[src/rtl/cpu_mem_bridge_pkg.sv]
// Shared types and constants for the CPU-to-SoC memory bridge.
package cpu_mem_bridge_pkg;

  typedef enum logic [1:0] {
    IDLE = 2'd0,
    CMD  = 2'd1,
    RSP  = 2'd2,
    DONE = 2'd3
  } state_e;

  localparam logic [31:0] ERR_RDATA_DEFAULT = 32'hDEAD_BEEF;

endpackage

[src/rtl/bus_timeout_counter.sv]
// Per-phase stall timer: counts cycles without progress and flags expiry at TIMEOUT_CYCLES.
module bus_timeout_counter #(
  parameter int unsigned TIMEOUT_CYCLES = 1024
) (
  input  logic clk,
  input  logic reset_,
  input  logic clear,
  input  logic enable,
  output logic expired
);

  if (TIMEOUT_CYCLES == 0) begin : g_off
    logic unused_timer_inputs;
    assign unused_timer_inputs = clk ^ reset_ ^ clear ^ enable;
    assign expired             = 1'b0;
  end else begin : g_on
    localparam int unsigned   CW    = $clog2(TIMEOUT_CYCLES + 1);
    localparam logic [CW-1:0] LIMIT = CW'(TIMEOUT_CYCLES);

    logic [CW-1:0] count_q, count_d;

    always_comb begin
      count_d = count_q;
      if (clear) begin
        count_d = '0;
      end else if (enable && (count_q != LIMIT)) begin
        count_d = count_q + CW'(1);
      end
    end

    always_ff @(posedge clk or negedge reset_) begin
      if (!reset_) begin
        count_q <= '0;
      end else begin
        count_q <= count_d;
      end
    end

    assign expired = enable && (count_q == LIMIT);
  end

endmodule

[src/rtl/cpu_mem_bridge.sv]
// Bridges the CPU's single-outstanding valid/ready port onto the split command/response
// memory bus, with a registered command stage and a per-phase timeout abort.
module cpu_mem_bridge
  import cpu_mem_bridge_pkg::*;
#(
  parameter int unsigned ADDR_WIDTH     = 32,
  parameter int unsigned DATA_WIDTH     = 32,
  parameter bit          WR_RSP         = 1'b0,
  parameter int unsigned TIMEOUT_CYCLES = 1024,
  parameter logic [31:0] ERR_RDATA      = ERR_RDATA_DEFAULT
) (
  input  logic                    clk,
  input  logic                    reset_,
  input  logic                    cpu_valid,
  input  logic                    cpu_instr,
  input  logic [ADDR_WIDTH-1:0]   cpu_addr,
  input  logic [DATA_WIDTH-1:0]   cpu_wdata,
  input  logic [DATA_WIDTH/8-1:0] cpu_wstrb,
  output logic                    cpu_ready,
  output logic [DATA_WIDTH-1:0]   cpu_rdata,
  output logic                    mem_cmd_valid,
  input  logic                    mem_cmd_ready,
  output logic                    mem_cmd_instr,
  output logic                    mem_cmd_wr,
  output logic [ADDR_WIDTH-1:0]   mem_cmd_addr,
  output logic [DATA_WIDTH-1:0]   mem_cmd_wdata,
  output logic [DATA_WIDTH/8-1:0] mem_cmd_be,
  input  logic                    mem_rsp_ready,
  input  logic [DATA_WIDTH-1:0]   mem_rsp_rdata,
  output logic                    bus_err,
  output logic [ADDR_WIDTH-1:0]   err_addr,
  output logic                    err_wr
);

  localparam logic [DATA_WIDTH-1:0] ERR_WORD = DATA_WIDTH'(ERR_RDATA);

  state_e                  state_q, state_d;
  logic                    cpu_ready_q, cmd_valid_q, bus_err_q, err_wr_q;
  logic                    cmd_instr_q, cmd_wr_q;
  logic [ADDR_WIDTH-1:0]   cmd_addr_q, err_addr_q;
  logic [DATA_WIDTH-1:0]   cmd_wdata_q, rdata_q;
  logic [DATA_WIDTH/8-1:0] cmd_be_q;

  logic capture, progress, rsp_take, abort, waiting, expired;

  assign waiting = (state_q == CMD) || (state_q == RSP);

  // NOTE: every combinational output gets a default before the case so no path can infer a latch.
  always_comb begin
    state_d  = state_q;
    capture  = 1'b0;
    progress = 1'b0;
    rsp_take = 1'b0;
    abort    = 1'b0;
    unique case (state_q)
      IDLE: begin
        if (cpu_valid) begin
          capture = 1'b1;
          state_d = CMD;
        end
      end
      CMD: begin
        if (mem_cmd_ready) begin
          progress = 1'b1;
          state_d  = (cmd_wr_q && !WR_RSP) ? DONE : RSP;
        end else if (expired) begin
          abort   = 1'b1;
          state_d = DONE;
        end
      end
      RSP: begin
        // A response arriving on the expiry cycle still counts as progress.
        if (mem_rsp_ready) begin
          progress = 1'b1;
          rsp_take = 1'b1;
          state_d  = DONE;
        end else if (expired) begin
          abort   = 1'b1;
          state_d = DONE;
        end
      end
      DONE:    state_d = IDLE;
      default: state_d = IDLE;
    endcase
  end

  bus_timeout_counter #(
    .TIMEOUT_CYCLES (TIMEOUT_CYCLES)
  ) u_timer (
    .clk     (clk),
    .reset_  (reset_),
    .clear   (!waiting || progress),
    .enable  (waiting),
    .expired (expired)
  );

  // NOTE: sequential state uses non-blocking assignments so every flop samples pre-edge values.
  always_ff @(posedge clk or negedge reset_) begin
    if (!reset_) begin
      // NOTE: every register, datapath included, is reset because all outputs must read 0 in reset.
      state_q     <= IDLE;
      cpu_ready_q <= 1'b0;
      cmd_valid_q <= 1'b0;
      bus_err_q   <= 1'b0;
      cmd_instr_q <= 1'b0;
      cmd_wr_q    <= 1'b0;
      cmd_addr_q  <= '0;
      cmd_wdata_q <= '0;
      cmd_be_q    <= '0;
      rdata_q     <= '0;
      err_addr_q  <= '0;
      err_wr_q    <= 1'b0;
    end else begin
      state_q     <= state_d;
      cpu_ready_q <= (state_d == DONE);
      cmd_valid_q <= (state_d == CMD);
      bus_err_q   <= abort;
      if (capture) begin
        cmd_instr_q <= cpu_instr;
        cmd_wr_q    <= |cpu_wstrb;
        cmd_addr_q  <= cpu_addr;
        cmd_wdata_q <= cpu_wdata;
        cmd_be_q    <= cpu_wstrb;
      end
      // Write responses carry no data; cpu_rdata keeps its last read value.
      if (rsp_take && !cmd_wr_q) begin
        rdata_q <= mem_rsp_rdata;
      end else if (abort && !cmd_wr_q) begin
        rdata_q <= ERR_WORD;
      end
      if (abort) begin
        err_addr_q <= cmd_addr_q;
        err_wr_q   <= cmd_wr_q;
      end
    end
  end

  assign cpu_ready     = cpu_ready_q;
  assign cpu_rdata     = rdata_q;
  assign mem_cmd_valid = cmd_valid_q;
  assign mem_cmd_instr = cmd_instr_q;
  assign mem_cmd_wr    = cmd_wr_q;
  assign mem_cmd_addr  = cmd_addr_q;
  assign mem_cmd_wdata = cmd_wdata_q;
  assign mem_cmd_be    = cmd_be_q;
  assign bus_err       = bus_err_q;
  assign err_addr      = err_addr_q;
  assign err_wr        = err_wr_q;

endmodule

[config.mk]
export PLATFORM = sky130hd
export DESIGN_NAME = cpu_mem_bridge
export DESIGN_NICKNAME = d
export VERILOG_FILES = /design/src/rtl/cpu_mem_bridge_pkg.sv /design/src/rtl/bus_timeout_counter.sv /design/src/rtl/cpu_mem_bridge.sv
export SDC_FILE = /design/constraint.sdc
export NUM_CORES = 1
export LEC_CHECK = 0
export BUFFER_PORTS_ARGS = -buffer_cell sky130_fd_sc_hd__buf_2
export CAP_MARGIN = 20
export CORE_MARGIN = 4
export CORE_UTILIZATION = 40
export CTS_CLUSTER_DIAMETER = 80
export DETAILED_ROUTE_END_ITERATION = 16
export PLACE_DENSITY = 0.79
export SLEW_MARGIN = 10
export SYNTH_ARGS = -nofsm -noshare
export SYNTH_HDL_FRONTEND = slang
export SYNTH_SLANG_ARGS = --single-unit
[constraint.sdc]
create_clock -name clk -period 2.5 [get_ports clk]
set_input_delay 0.125 -clock clk [delete_from_list [all_inputs] [get_ports clk]]
set_output_delay 0.125 -clock clk [all_outputs]
set_load 0.005 [all_outputs]
==> reports/qor.yml <==
fp.dieArea_um2: 17400
drtIter0Drc: 176
cts_setup_buffers: 0
finClkSkew_ps: 8.43
critPathArrivalTime_ps: 2410
clock-sinks: 151
area_growth_pct: 50.0
finalHoldViolCount: 0
status: "finished, final reports clean"
maxSlewViolCount: 0
worstMarginPinSlew_ps: 461
yosysMostFrequentCell: "dfrtp_1"
setup_ws_ps: 384
track_usage_pct: 18.9
antenna_found_initial: 0
finalSetupViolCount: 0
die_y_um: 132
final_net_count: 885
min_from: "cpu_valid"
internal_power_uw: 6370
wl_per_cell_um: 16.6
ir_drop_uv: 660
ys_seq_area_share_pct: 61.4
syn_nets: 532
cap_violations: 0
leakagePower_uw: 0.00486
finalCriticalPeriod_ps: 2120
firstDrtPassIters: 4
crit_path_start: "state_q[1]$_DFF_PN0_"
r2r_slack_ps: 380
pwr-share-seq_pct: 42.0
core_area_um2: 15100
rsz0062_at_grt: "no"
grt_first_pass_wirelength_um: 26200
synth_commonest_cells: "151 x dfrtp_1, 72 x mux2_2, 33 x mux2i_1, 33 x nand2_1, 30 x mux2_4"
clockPowerShare_pct: 26.7
crit_fanout: 33
yosys_warnings: 0
cts-buffers-inserted: 17
multi_input_area_um2: 2260
preCtsSetupSlack_ps: 392
cp_cell_sequence: "inv_1 -> ha_1 -> nor2b_1 -> a21oi_1 -> nor3b_4 -> buf_12 -> mux2_2"
final.fill_count: 1116
synthesis.instances: 420
hpwl_um: 10000
synth.area.top_cells: "dfrtp_1 61%, mux2_2 13%, mux2_4 7.3%, mux2i_1 5.4%, nand2_1 2.0%"
vias: 4700
cts_tree: "done"
viasPerCell: 4.82
start_util_pct: 40.6
clk_pin_slew_worst_paths_ps: 60
h-tree-depth: 4
synth-seq-cells: 151
end_kind: "register"
drtAntennaViolNets: 0
synth_cell_types: 37
power_density_nw_per_um2: 1000
grt.overflow.total: 0
clockBufferDepth: 2
drc: 0
max_stage_delay_ps: 420
netSwitchingFraction_pct: 31.2
clk_latency_ps: 410
slew_headroom_pct: 69.3
cp_slowest_cell: "dfrtp_1"
synth_edf_count: 0
fmax_mhz: 473
p_comb_share_pct: 31.4
drt-total-wl_um: 16200
io_pins: 244
regArea_um2: 3780
die_w_um: 132
synthFlopType: "dfrtp_1"
ys_async_sr_fraction_pct: 100
synth_largest_area_cell: "dfrtp_1"
first_global_vias: 5097
cp-start-kind: "register"
gp_congestion: 0.763
io_buffer_count: 243
drive_gt1_share_pct: 49.7
rows: 45
switchingPower_uw: 2890
crit_type: "reg -> reg"
grt_max_degree: 52
syn_area_per_cell_um2: 14.6
synth_top_area_share_pct: 61.4
r2r_start: "state_q[1]$_DFF_PN0_"
critPathRequiredTime_ps: 2800
fin_setup_tns_ps: 0
min_period_over_period_pct: 84.6
worstHoldPathType: "in -> reg"
syn_area_um2: 6150
cts_root_buf: "clkbuf_16"
[cells by family (layout without fill, tap and decap cells)]
logic type | after synthesis | after routing | synth area share, %
other | 0 | 1 | 0
XOR/XNOR | 9 | 9 | 1.28
buffers and inverters | 24 | 390 | 1.87
multiplexers | 135 | 135 | 25.9
AND/OR/NAND/NOR | 82 | 82 | 7.04
flip-flops | 151 | 151 | 61.4
adder cells (fa/ha/maj) | 6 | 6 | 1.22
AO/OA/AOI/OAI | 13 | 13 | 1.30
[area by class of cell]
| cell class | count | area share [%] |
|---|---|---|
| sequential | 151 | 40.9 |
| tap | 188 | 2.55 |
| clock inverter | 14 | 1.51 |
| antenna | 1 | 0.0271 |
| timing repair buffer | 353 | 25.5 |
| inverter | 5 | 0.203 |
| clock buffer | 18 | 4.76 |
| multi-input combinational | 245 | 24.5 |
[state kept, by name, summed over array words and instances (netlist names), 2 cells and up]
signal                flops
mem_cmd_addr             32
mem_cmd_wdata            32
cpu_rdata                32
state_q                   2
err_addr                 32
mem_cmd_be                4
u_timer.g_on.count_q     11
[power groups by stage]
stage	registers [µW]	clock network [µW]	logic (µW)
2_1_floorplan	3930	0	1340
3_3_place_gp	3860	0	2700
3_5_place_dp	3900	0	2760
4_1_cts	3870	2520	2900
5_1_grt	4010	2620	3190
6_report	3890	2470	2910
[worst paths after layout]
kind | cells after the start | endpoint
min reg2reg | 2 | cpu_rdata[30]$_DFFE_PN0P_
min | 4 | state_q[1]$_DFF_PN0_
max in group asynchronous | 3 | cpu_rdata[11]$_DFFE_PN0P_
min in group asynchronous | 2 | err_addr[17]$_DFFE_PN0P_
max reg2reg | 7 | err_addr[27]$_DFFE_PN0P_
max | 7 | err_addr[27]$_DFFE_PN0P_
[worst max-delay path: cells and delay by family, from the launching register on]
family	cells	cell delay (ps)
flops	1	420
buf+inv	2	400
fa+ha+maj	1	210
simple gates	2	480
mux	1	380
compound gates	1	110
[routing by layer]
metal / global-route usage (%) / vias to the layer above / share of wire [%]
met5: 0 / - / 0
met4: 6.83 / 0 / 2.1
met3: 5.88 / 31 / 6.2
met2: 33.3 / 194 / 52
met1: 21.6 / 2302 / 40
li1: - / 2173 / -
[stage by stage]
step                power (µW)  hold slack [ps]  utilization [%]  cells  area (µm²)
floorplan                 5270             -171                -    420        6150
global placement          6560             93.6             50.4    840        7630
detailed placement        6660             92.4             50.4    840        7630
CTS                       9290             22.6             60.9    974        9230
global route              9810             49.4             60.9    974        9230
finish                    9270             48.4             60.9    975        9230
[placed cells by master (no fill, tap or decap), types with 6 or more instances in the layout]
| cell type | instances |
|---|---|
| buf_2 | 242 |
| dfrtp_1 | 151 |
| dlygate4sd3_1 | 102 |
| mux2_2 | 72 |
| mux2i_1 | 33 |
| nand2_1 | 32 |
| mux2_4 | 30 |
| nor2_1 | 19 |
| clkbuf_16 | 17 |
| ha_1 | 6 |
[repair_timing]
action	CTS	global route
hold endpoints to repair	146	0
hold buffers	102	0
gates resized for setup	0	0
Power figures use the tool's default switching activity.
